[src/rtl/multi_period_timer_pkg.sv]
// Shared definitions for multi_period_timer: channel state encoding, mode values
// and the prescaler width helper.
package multi_period_timer_pkg;

  typedef enum logic {
    ST_IDLE = 1'b0,
    ST_RUN  = 1'b1
  } state_t;

  localparam logic MODE_ONESHOT  = 1'b0;
  localparam logic MODE_PERIODIC = 1'b1;

  // Enough bits to count 0..cpt-1, never less than one bit.
  function automatic int unsigned presc_width(input int unsigned cpt);
    return (cpt <= 2) ? 1 : $clog2(cpt);
  endfunction

endpackage

[src/rtl/tick_prescaler.sv]
// Base-tick prescaler: counts 0..CLK_PER_TICK-1 while enabled and flags a tick
// in the cycle it wraps. A clear restarts the phase and takes priority over enable.
module tick_prescaler
  import multi_period_timer_pkg::*;
#(
  parameter int unsigned CLK_PER_TICK = 100000
) (
  input  logic clk,
  input  logic rst,
  input  logic clr,
  input  logic en,
  output logic tick
);

  localparam int unsigned W = presc_width(CLK_PER_TICK);
  localparam logic [W-1:0] CNT_MAX = W'(CLK_PER_TICK - 1);

  logic [W-1:0] cnt;

  always_ff @(posedge clk or negedge rst) begin
    if (!rst) begin
      cnt <= '0;
    end else if (clr) begin
      cnt <= '0;
    end else if (en) begin
      cnt <= (cnt == CNT_MAX) ? '0 : cnt + 1'b1;
    end
  end

  assign tick = en && !clr && (cnt == CNT_MAX);

endmodule

[src/rtl/multi_period_timer.sv]
// CHANNELS independent one-shot/periodic timers, each with its own prescaler.
// Optional macro MULTI_PERIOD_TIMER_PAUSE_EN adds a per-channel pause input.
module multi_period_timer
  import multi_period_timer_pkg::*;
#(
  parameter int unsigned CHANNELS     = 4,
  parameter int unsigned PERIOD_W     = 16,
  parameter int unsigned CLK_PER_TICK = 100000
) (
  input  logic                         clk,
  input  logic                         rst,
  input  logic [CHANNELS-1:0]          start,
  input  logic [CHANNELS-1:0]          stop,
  input  logic [CHANNELS-1:0]          mode,
  input  logic [CHANNELS*PERIOD_W-1:0] period,
`ifdef MULTI_PERIOD_TIMER_PAUSE_EN
  input  logic [CHANNELS-1:0]          pause,
`endif
  output logic [CHANNELS-1:0]          busy,
  output logic [CHANNELS-1:0]          expire,
  output logic [CHANNELS-1:0]          zero_err
);

  for (genvar i = 0; i < CHANNELS; i++) begin : g_ch
    state_t                state, state_n;
    logic [PERIOD_W-1:0]   cnt, cnt_n, per, per_n, per_in, cnt_inc;
    logic                  mode_q, mode_n;
    logic                  exp_q, exp_n, zerr_q, zerr_n;
    logic                  tick, tick_en, presc_clr;

    assign per_in  = period[i*PERIOD_W +: PERIOD_W];
    assign cnt_inc = cnt + 1'b1;

`ifdef MULTI_PERIOD_TIMER_PAUSE_EN
    assign tick_en = (state == ST_RUN) && !pause[i];
`else
    assign tick_en = (state == ST_RUN);
`endif
    assign presc_clr = start[i] || stop[i];

    tick_prescaler #(
      .CLK_PER_TICK(CLK_PER_TICK)
    ) u_presc (
      .clk  (clk),
      .rst  (rst),
      .clr  (presc_clr),
      .en   (tick_en),
      .tick (tick)
    );

    always_comb begin
      state_n = state;
      cnt_n   = cnt;
      per_n   = per;
      mode_n  = mode_q;
      exp_n   = 1'b0;
      zerr_n  = 1'b0;
      if (stop[i]) begin
        state_n = ST_IDLE;
      end else if (start[i]) begin
        // A zero-period start also aborts a running channel: it could never expire.
        if (per_in == '0) begin
          zerr_n  = 1'b1;
          state_n = ST_IDLE;
        end else begin
          state_n = ST_RUN;
          per_n   = per_in;
          mode_n  = mode[i];
          cnt_n   = '0;
        end
      end else if (state == ST_RUN && tick) begin
        if (cnt_inc == per) begin
          exp_n = 1'b1;
          cnt_n = '0;
          if (mode_q == MODE_ONESHOT) begin
            state_n = ST_IDLE;
          end
        end else begin
          cnt_n = cnt_inc;
        end
      end
    end

    always_ff @(posedge clk or negedge rst) begin
      if (!rst) begin
        state  <= ST_IDLE;
        cnt    <= '0;
        per    <= '0;
        mode_q <= MODE_ONESHOT;
        exp_q  <= 1'b0;
        zerr_q <= 1'b0;
      end else begin
        state  <= state_n;
        cnt    <= cnt_n;
        per    <= per_n;
        mode_q <= mode_n;
        exp_q  <= exp_n;
        zerr_q <= zerr_n;
      end
    end

    assign busy[i]     = (state == ST_RUN);
    assign expire[i]   = exp_q;
    assign zero_err[i] = zerr_q;
  end

endmodule

[config.mk]
export PLATFORM = sky130hd
export DESIGN_NAME = multi_period_timer
export DESIGN_NICKNAME = d
export VERILOG_FILES = /design/src/rtl/multi_period_timer_pkg.sv /design/src/rtl/tick_prescaler.sv /design/src/rtl/multi_period_timer.sv
export SDC_FILE = /design/constraint.sdc
export NUM_CORES = 1
export LEC_CHECK = 0
export ABC_AREA = 1
export BUFFER_PORTS_ARGS = -buffer_cell sky130_fd_sc_hd__clkbuf_2
export CAP_MARGIN = 5
export CORE_MARGIN = 8
export CORE_UTILIZATION = 40
export DETAILED_ROUTE_END_ITERATION = 8
export GPL_TIMING_DRIVEN = 0
export HOLD_SLACK_MARGIN = 0.06
export REMOVE_ABC_BUFFERS = 1
export SLEW_MARGIN = 30
export SYNTH_ARGS = -nofsm -noshare
export SYNTH_HDL_FRONTEND = slang
export SYNTH_SLANG_ARGS = --single-unit
[constraint.sdc]
create_clock -name clk -period 1.86 [get_ports clk]
set_clock_uncertainty 0.1 [all_clocks]
set_input_delay 0.093 -clock clk [delete_from_list [all_inputs] [get_ports clk]]
set_output_delay 0.093 -clock clk [all_outputs]
set_load 0.005 [all_outputs]
==> results of run 1 <==
power by group through the flow:
stage	combinational (mW)	sequential [mW]	clock, mW
after floorplan	0.697	5.03	0
after global placement	1.06	5.10	0
after detailed placement	1.10	5.10	0
after CTS	1.36	5.01	5.38
after global routing	1.64	5.05	5.53
final	1.48	5.03	5.21
worst max-delay path, cell delays in order (launching register included):
cell	delay (ns)
dfrtp_2	0.45
ha_4	0.20
nand2_4	0.08
nor2_4	0.06
nand2_1	0.08
nand2_2	0.07
buf_4	0.13
nand2_1	0.07
nand3_1	0.09
nor2_1	0.11
nand2_1	0.11
nor2_4	0.15
buf_4	0.13
nand3_2	0.15
nand3_1	0.12
nand2_1	0.06
final cells by class:
| class | instances | area [µm²] | area share |
|---|---|---|---|
| clock buffers | 32 | 714 | 0.0383 |
| repair buffers | 323 | 2700 | 0.145 |
| repair inverters | 2 | 15.0 | 0.000804 |
| flip-flops and latches | 212 | 5330 | 0.286 |
| inverters | 236 | 932 | 0.0499 |
| clock inverters | 15 | 159 | 0.00851 |
| well taps | 442 | 553 | 0.0296 |
| multi-input cells | 1333 | 8260 | 0.442 |
| diodes | 1 | 2.50 | 0.000134 |
registers in the layout, indices dropped and copies added (netlist names):
signal,cells
g_ch.exp_q,4
g_ch.mode_q,4
g_ch.cnt,64
g_ch.zerr_q,4
g_ch.per,64
g_ch.u_presc.cnt,68
g_ch.state,4
path summary, 6_finish.rpt:
path	cells past startpoint	end	slack, ns
worst max-delay path	15	g_ch[1].cnt[0]	-0.40
worst min-delay path	5	g_ch[3].u_presc.cnt[1]	0.09
worst max register to register	15	g_ch[1].cnt[0]	-0.40
worst min register to register	1	g_ch[1].mode_q	0.41
max in group asynchronous	4	g_ch[2].u_presc.cnt[9]	0.64
min in group asynchronous	4	g_ch[0].per[0]	0.62
cell usage in the layout, fill, tap and decap left out, types with 5 or more instances in the layout:
cell type / netlist / final
o21ai_1: 2 / 26
nor3_2: 1 / 5
nand4_1: 59 / 59
clkbuf_16: 0 / 27
o21ai_0: 57 / 27
nor3_1: 22 / 12
a21oi_1: 48 / 46
nor4_2: 0 / 5
xnor2_1: 10 / 10
buf_16: 0 / 5
ha_4: 0 / 6
nor2_4: 8 / 46
dfrtp_2: 0 / 21
buf_4: 13 / 113
o21ai_2: 0 / 6
nand3_1: 203 / 115
nand3_2: 18 / 95
clkinvlp_4: 0 / 9
o22ai_1: 22 / 20
clkbuf_2: 0 / 88
clkinv_2: 0 / 9
buf_12: 0 / 7
dlygate4sd3_1: 0 / 88
inv_1: 231 / 207
nand3_4: 2 / 15
nor2_2: 28 / 43
nand3b_1: 24 / 24
nand2_4: 1 / 20
mux2_2: 36 / 36
dfrtp_1: 212 / 191
nand2_1: 524 / 435
xor2_1: 17 / 17
inv_2: 1 / 17
nor4_1: 22 / 15
nand2_2: 19 / 88
nor2_1: 171 / 119
nor3_4: 0 / 6
buf_6: 4 / 20
routing by layer:
layer | vias up | wire [µm] | GRT usage
met4 | 0 | 1090 | 0.0549
met2 | 264 | 19000 | 0.324
li1 | 6590 | - | -
met5 | - | 0 | 0
met3 | 72 | 1650 | 0.0315
met1 | 6332 | 17000 | 0.243
kinds of logic (layout without fill, tap and decap cells):
kind of cell,count (synthesis),after routing,synth area share
xor+xnor,31,31,0.0250
buf+inv,278,608,0.0859
flops,212,212,0.403
compound gates,148,148,0.0622
fa+ha+maj,8,8,0.00760
other cells,0,1,0
simple gates,1106,1110,0.386
mux,36,36,0.0308
what timing repair did:
| item | CTS | global route |
|---|---|---|
| gates cloned | 9 | 0 |
| hold buffers | 89 | 1 |
| endpoints found under the setup margin | 137 | 128 |
| pin swaps | 82 | 141 |
| hold endpoints to repair | 331 | 2 |
| gates resized for setup | 211 | 254 |
| buffers inserted | 84 | 57 |
==> flow_metrics.tcl, run 1 <==
set metrics [dict create \
    dp_hpwl_mm 24.5 \
    hold_violations 0 \
    gp_congestion 0.856 \
    clock_latency_ns 0.54 \
    switching_share 0.261 \
    fillers 2857 \
    ys_warn_count 0 \
    crit_start "g_ch[1].cnt[1]" \
    drive_gt1_frac 0.331 \
    violations "setup timing" \
    max_freq_mhz 442 \
    arrival_ns 2.59 \
    min_period_over_period 1.22 \
    dr.pass1.iters 5 \
    track_usage 0.189 \
    io_buffers 89 \
    finalInstanceArea_um2 18700 \
    cts_buffers 26 \
    synth_edf_count 0 \
    pwr-share-seq 0.429 \
    grt_max_degree 75 \
    rsz0062_at_grt "true" \
    antenna_found_initial 1 \
    antenna_left 0 \
    power.total_mw 11.7 \
    drcViolationCount 0 \
    worstMarginPinSlew_ns 0.930 \
    finalNetCount 2220 \
    start_kind "flip-flop" \
    run_status "finished, violations left" \
    coreArea_um2 32500 \
    syn_area_per_cell_um2 7.24 \
    root_buffer "clkbuf_16" \
    synth_commonest_cells "524 x nand2_1, 231 x inv_1, 212 x dfrtp_1" \
    clkTransAtPathRegs_ns 0.06 \
    io_pins 90 \
    critPathKind "reg -> reg" \
    clockBufferDepth 3 \
    min_period_ns 2.26 \
    vias 13258 \
    cp_max_fo 6 \
    yosys-top-cells-area "dfrtp_1 40%, nand2_1 15%, nand3_1 7.7%" \
    start_util 0.406 \
    die_h_um 197 \
    switchingPower_mw 3.06 \
    area_delta_synth_final_pct 41.7 \
    fin_util 0.575 \
    post-place-ws_ns -1.31 \
    routedWlPerCell_um 14.9 \
    grt_pass1_vias 12752 \
    layout_setup_ws_ns -0.401 \
    netlist_instances 1819 \
    slew_violations 0 \
    cts_tree "built" \
    grt_overflow 0 \
    via_per_inst 5.11 \
    numPlacedInstances 2312 \
    power_leakage_nw 8.50 \
    h-tree-depth 1 \
    pwr_density_cell_nw_per_um2 628 \
    drt-initial-drc-count 768 \
    synth-seq-area-share 0.403 \
    r2r_start "g_ch[1].cnt[1]" \
    min_path_type "in -> reg" \
    synth_largest_area_cell "dfrtp_1" \
    synth.top_cell.area_share 0.403 \
    synthFlopType "dfrtp_1" \
    pwr-share-clk 0.445 \
    maxCapViolations 0 \
    relSlewSlack 0.378 \
    cts.sinks 212 \
    end_kind "flip-flop" \
    synth-seq-cells 212 \
    fp.dieArea_um2 39000 \
    place_area_um2 14000 \
    netlist_area_um2 13200 \
    synthMostInstantiatedCell "nand2_1" \
    wl_mm 38.7 \
    grt_pass1_wl_mm 61.8 \
    rows 66 \
    ys_async_sr_fraction 1.00 \
    combPwrFrac 0.126 \
    fin_cells 2596 \
    min_from "start[3]" \
    peakVddDrop_mv 0.698 \
    whs_ns 0.0924 \
    setup-tns-final_ns -23.63 \
    setup_viol 76 \
    die_width_um 197 \
    synth_cell_types 45 \
    critical_path_required_ns 2.19 \
    p_int_mw 8.65 \
]
Power figures use the tool's default switching activity.
==> inputs of run 2 (changes only) <==
==> constraint.sdc (replaced) <==
create_clock -name clk -period 1.86 [get_ports clk]
set_clock_uncertainty 0.1 [all_clocks]
set_input_delay 0.186 -clock clk [delete_from_list [all_inputs] [get_ports clk]]
set_output_delay 0.186 -clock clk [all_outputs]
set_load 0.005 [all_outputs]
==> run 2 against run 1 <==
The flow still finishes with violations (setup timing). Critical path depth is the same. Non-clock buffer count shrank 10. Power shrank 0.39%. Fmax grew 0.17%. Die area is the same. Combinational power shrank 3%. Critical endpoint is now g_ch[2].cnt[9].
==> flow_metrics.tcl, run 2 (synthesis gave the netlist of run 1 again) <==
set metrics [dict create \
    h-tree-depth 1 \
    start_util 0.406 \
    grt_pass1_wl_mm 61.4 \
    slew_violations 0 \
    switching_share 0.260 \
    cts_buffers 26 \
    gp_congestion 0.856 \
    p_int_mw 8.63 \
    place_area_um2 14000 \
    r2r_start "g_ch[2].cnt[1]" \
    whs_ns 0.0788 \
    crit_slowest_cell "dfrtp_1" \
    arrival_ns 2.59 \
    reg_top3 "g_ch.u_presc.cnt (68), g_ch.cnt (64), g_ch.per (64)" \
    critical_path_required_ns 2.19 \
    max_freq_mhz 443 \
    layout_setup_ws_ns -0.397 \
    clkTransAtPathRegs_ns 0.06 \
    die_width_um 197 \
    fillers 2870 \
    finalInstanceArea_um2 18500 \
    pwr_density_cell_nw_per_um2 630 \
    r2r_end "g_ch[2].cnt[9]" \
    setup_viol 74 \
    relSlewSlack 0.534 \
    worstRegToRegCells 15 \
    run_status "finished, violations left" \
    drcViolationCount 0 \
    wl_mm 38.5 \
    power.total_mw 11.7 \
    end_kind "flip-flop" \
    cp_top_family "simple AND/OR/NAND/NOR gates" \
    min_from "start[3]" \
    hold_violations 0 \
    grt_pass1_vias 12732 \
    cts.sinks 212 \
    area_delta_synth_final_pct 40.6 \
    track_usage 0.188 \
    worstMarginPinSlew_ns 0.692 \
    finalNetCount 2210 \
    min_period_over_period 1.21 \
    clock_latency_ns 0.54 \
    via_per_inst 5.12 \
    final_common_cell "nand2_1" \
    maxCapViolations 0 \
    rows 66 \
    clockBufferDepth 3 \
    max_stage_delay_ns 0.42 \
    hold_path_end "g_ch[3].u_presc.cnt[16]" \
    rsz0062_at_grt "true" \
    peakVddDrop_mv 0.709 \
    drt-initial-drc-count 735 \
    vias 13239 \
    root_buffer "clkbuf_16" \
    power_leakage_nw 8.43 \
    cts_tree "built" \
    start_kind "flip-flop" \
    antenna_left 0 \
    r2r_slack_ns -0.40 \
    die_h_um 197 \
    critPathKind "reg -> reg" \
    setup-tns-final_ns -23.07 \
    min_path_cells 6 \
    antenna_found_initial 1 \
    combPwrFrac 0.123 \
    grt_overflow 0 \
    violations "setup timing" \
    grt_max_degree 75 \
    cp_max_fo 8 \
    pwr-share-seq 0.431 \
    dp_hpwl_mm 24.5 \
    largest_register "g_ch.u_presc.cnt" \
    io_pins 90 \
    drive_gt1_frac 0.328 \
    path_cells "buf_6 > nand2_8 > nor2_4 > nand2_1 > nand2_1 > nand2_2 > nand2_2 > nand2_1 > nor2_1 > nand2_1 > nor2_2 > nand3_4 > buf_16 > nand3_2 > nand2_1" \
    coreArea_um2 32500 \
    pwr-share-clk 0.446 \
    min_path_type "in -> reg" \
    routedWlPerCell_um 14.9 \
    layout_common_cells "438 x nand2_1, 208 x inv_1, 193 x dfrtp_1, 118 x nor2_1, 115 x nand3_1" \
    io_buffers 89 \
    min_period_ns 2.26 \
    dr.pass1.iters 5 \
    worst-path-buf-inv 2 \
    critPathMostFrequentCell "nand2_1" \
    switchingPower_mw 3.03 \
    fp.dieArea_um2 39000 \
    fin_util 0.571 \
    largest_register_ffs 68 \
]
-- run 2: cell types whose count changed in the layout (fill, tap and decap cells not counted), sizes merged --
cell | before | now
dlymetal6s4s | 1 | 0
clkinvlp | 9 | 10
dlygate4sd3 | 88 | 83
inv | 230 | 229
buf | 145 | 140
clkbuf | 121 | 122
-- run 2: metal layers --
metal / vias up / track usage / part of all wire
li1: 6569 / - / -
met1: 6300 / 0.241 / 0.44
met2: 290 / 0.318 / 0.49
met3: 80 / 0.0305 / 0.042
met4: 0 / 0.0610 / 0.029
met5: - / 0 / 0
-- run 2: repair_timing --
item	4_1_cts	5_1_grt
cloned	9	1
hold buffers	83	0
buffers inserted	84	53
gates resized for setup	211	233
setup endpoints to repair	137	131
endpoints found under the hold margin	313	0
pin swaps	83	133
-- run 2: cell type report --
| cell class | instances | area [µm²] | area share |
|---|---|---|---|
| antenna | 1 | 2.50 | 0.000135 |
| timing repair inverter | 2 | 15.0 | 0.000811 |
| inverter | 236 | 931 | 0.0503 |
| tap | 442 | 553 | 0.0299 |
| multi-input combinational | 1333 | 8220 | 0.444 |
| timing repair buffer | 313 | 2590 | 0.140 |
| clock inverter | 15 | 159 | 0.00858 |
| sequential | 212 | 5330 | 0.288 |
| clock buffer | 32 | 714 | 0.0386 |
-- run 2: power groups by stage --
stage	Combinational (mW)	Clock, mW	Sequential, mW
after floorplan	0.697	0	5.03
after global placement	1.06	0	5.10
after detailed placement	1.10	0	5.10
after CTS	1.34	5.38	5.01
after global routing	1.60	5.54	5.05
final	1.44	5.21	5.02
-- run 2: through the flow --
stage / std cells / setup slack, ns
after floorplan: 1777 / -0.347
after global placement: 2308 / -3.96
after detailed placement: 2312 / -1.41
after CTS: 2535 / -0.396
after global routing: 2586 / -0.561
final: 2586 / -0.397
-- run 2: how the worst max path moves through the flow --
stage	from	end	slack [ns]	cells after the start
final	g_ch[2].cnt[1]	g_ch[2].cnt[9]	-0.40	15
after global routing	g_ch[1].cnt[1]	g_ch[1].cnt[11]	-0.56	12
after detailed placement	period[17]	g_ch[1].cnt[1]	-1.41	8
after floorplan	g_ch[0].u_presc.cnt[0]	g_ch[0].cnt[0]	-0.35	7
after CTS	g_ch[1].cnt[0]	g_ch[1].cnt[8]	-0.40	12
after global placement	rst	g_ch[2].u_presc.cnt[1]	-3.96	1
-- run 2: worst register-to-register path, cell delays in order, from the launching register on --
cell and delay, ns:
dfrtp_1 0.42, buf_6 0.15, nand2_8 0.06, nor2_4 0.19
nand2_1 0.12, nand2_1 0.09, nand2_2 0.07, nand2_2 0.07
nand2_1 0.05, nor2_1 0.12, nand2_1 0.10, nor2_2 0.16
nand3_4 0.15, buf_16 0.19, nand3_2 0.06, nand2_1 0.05
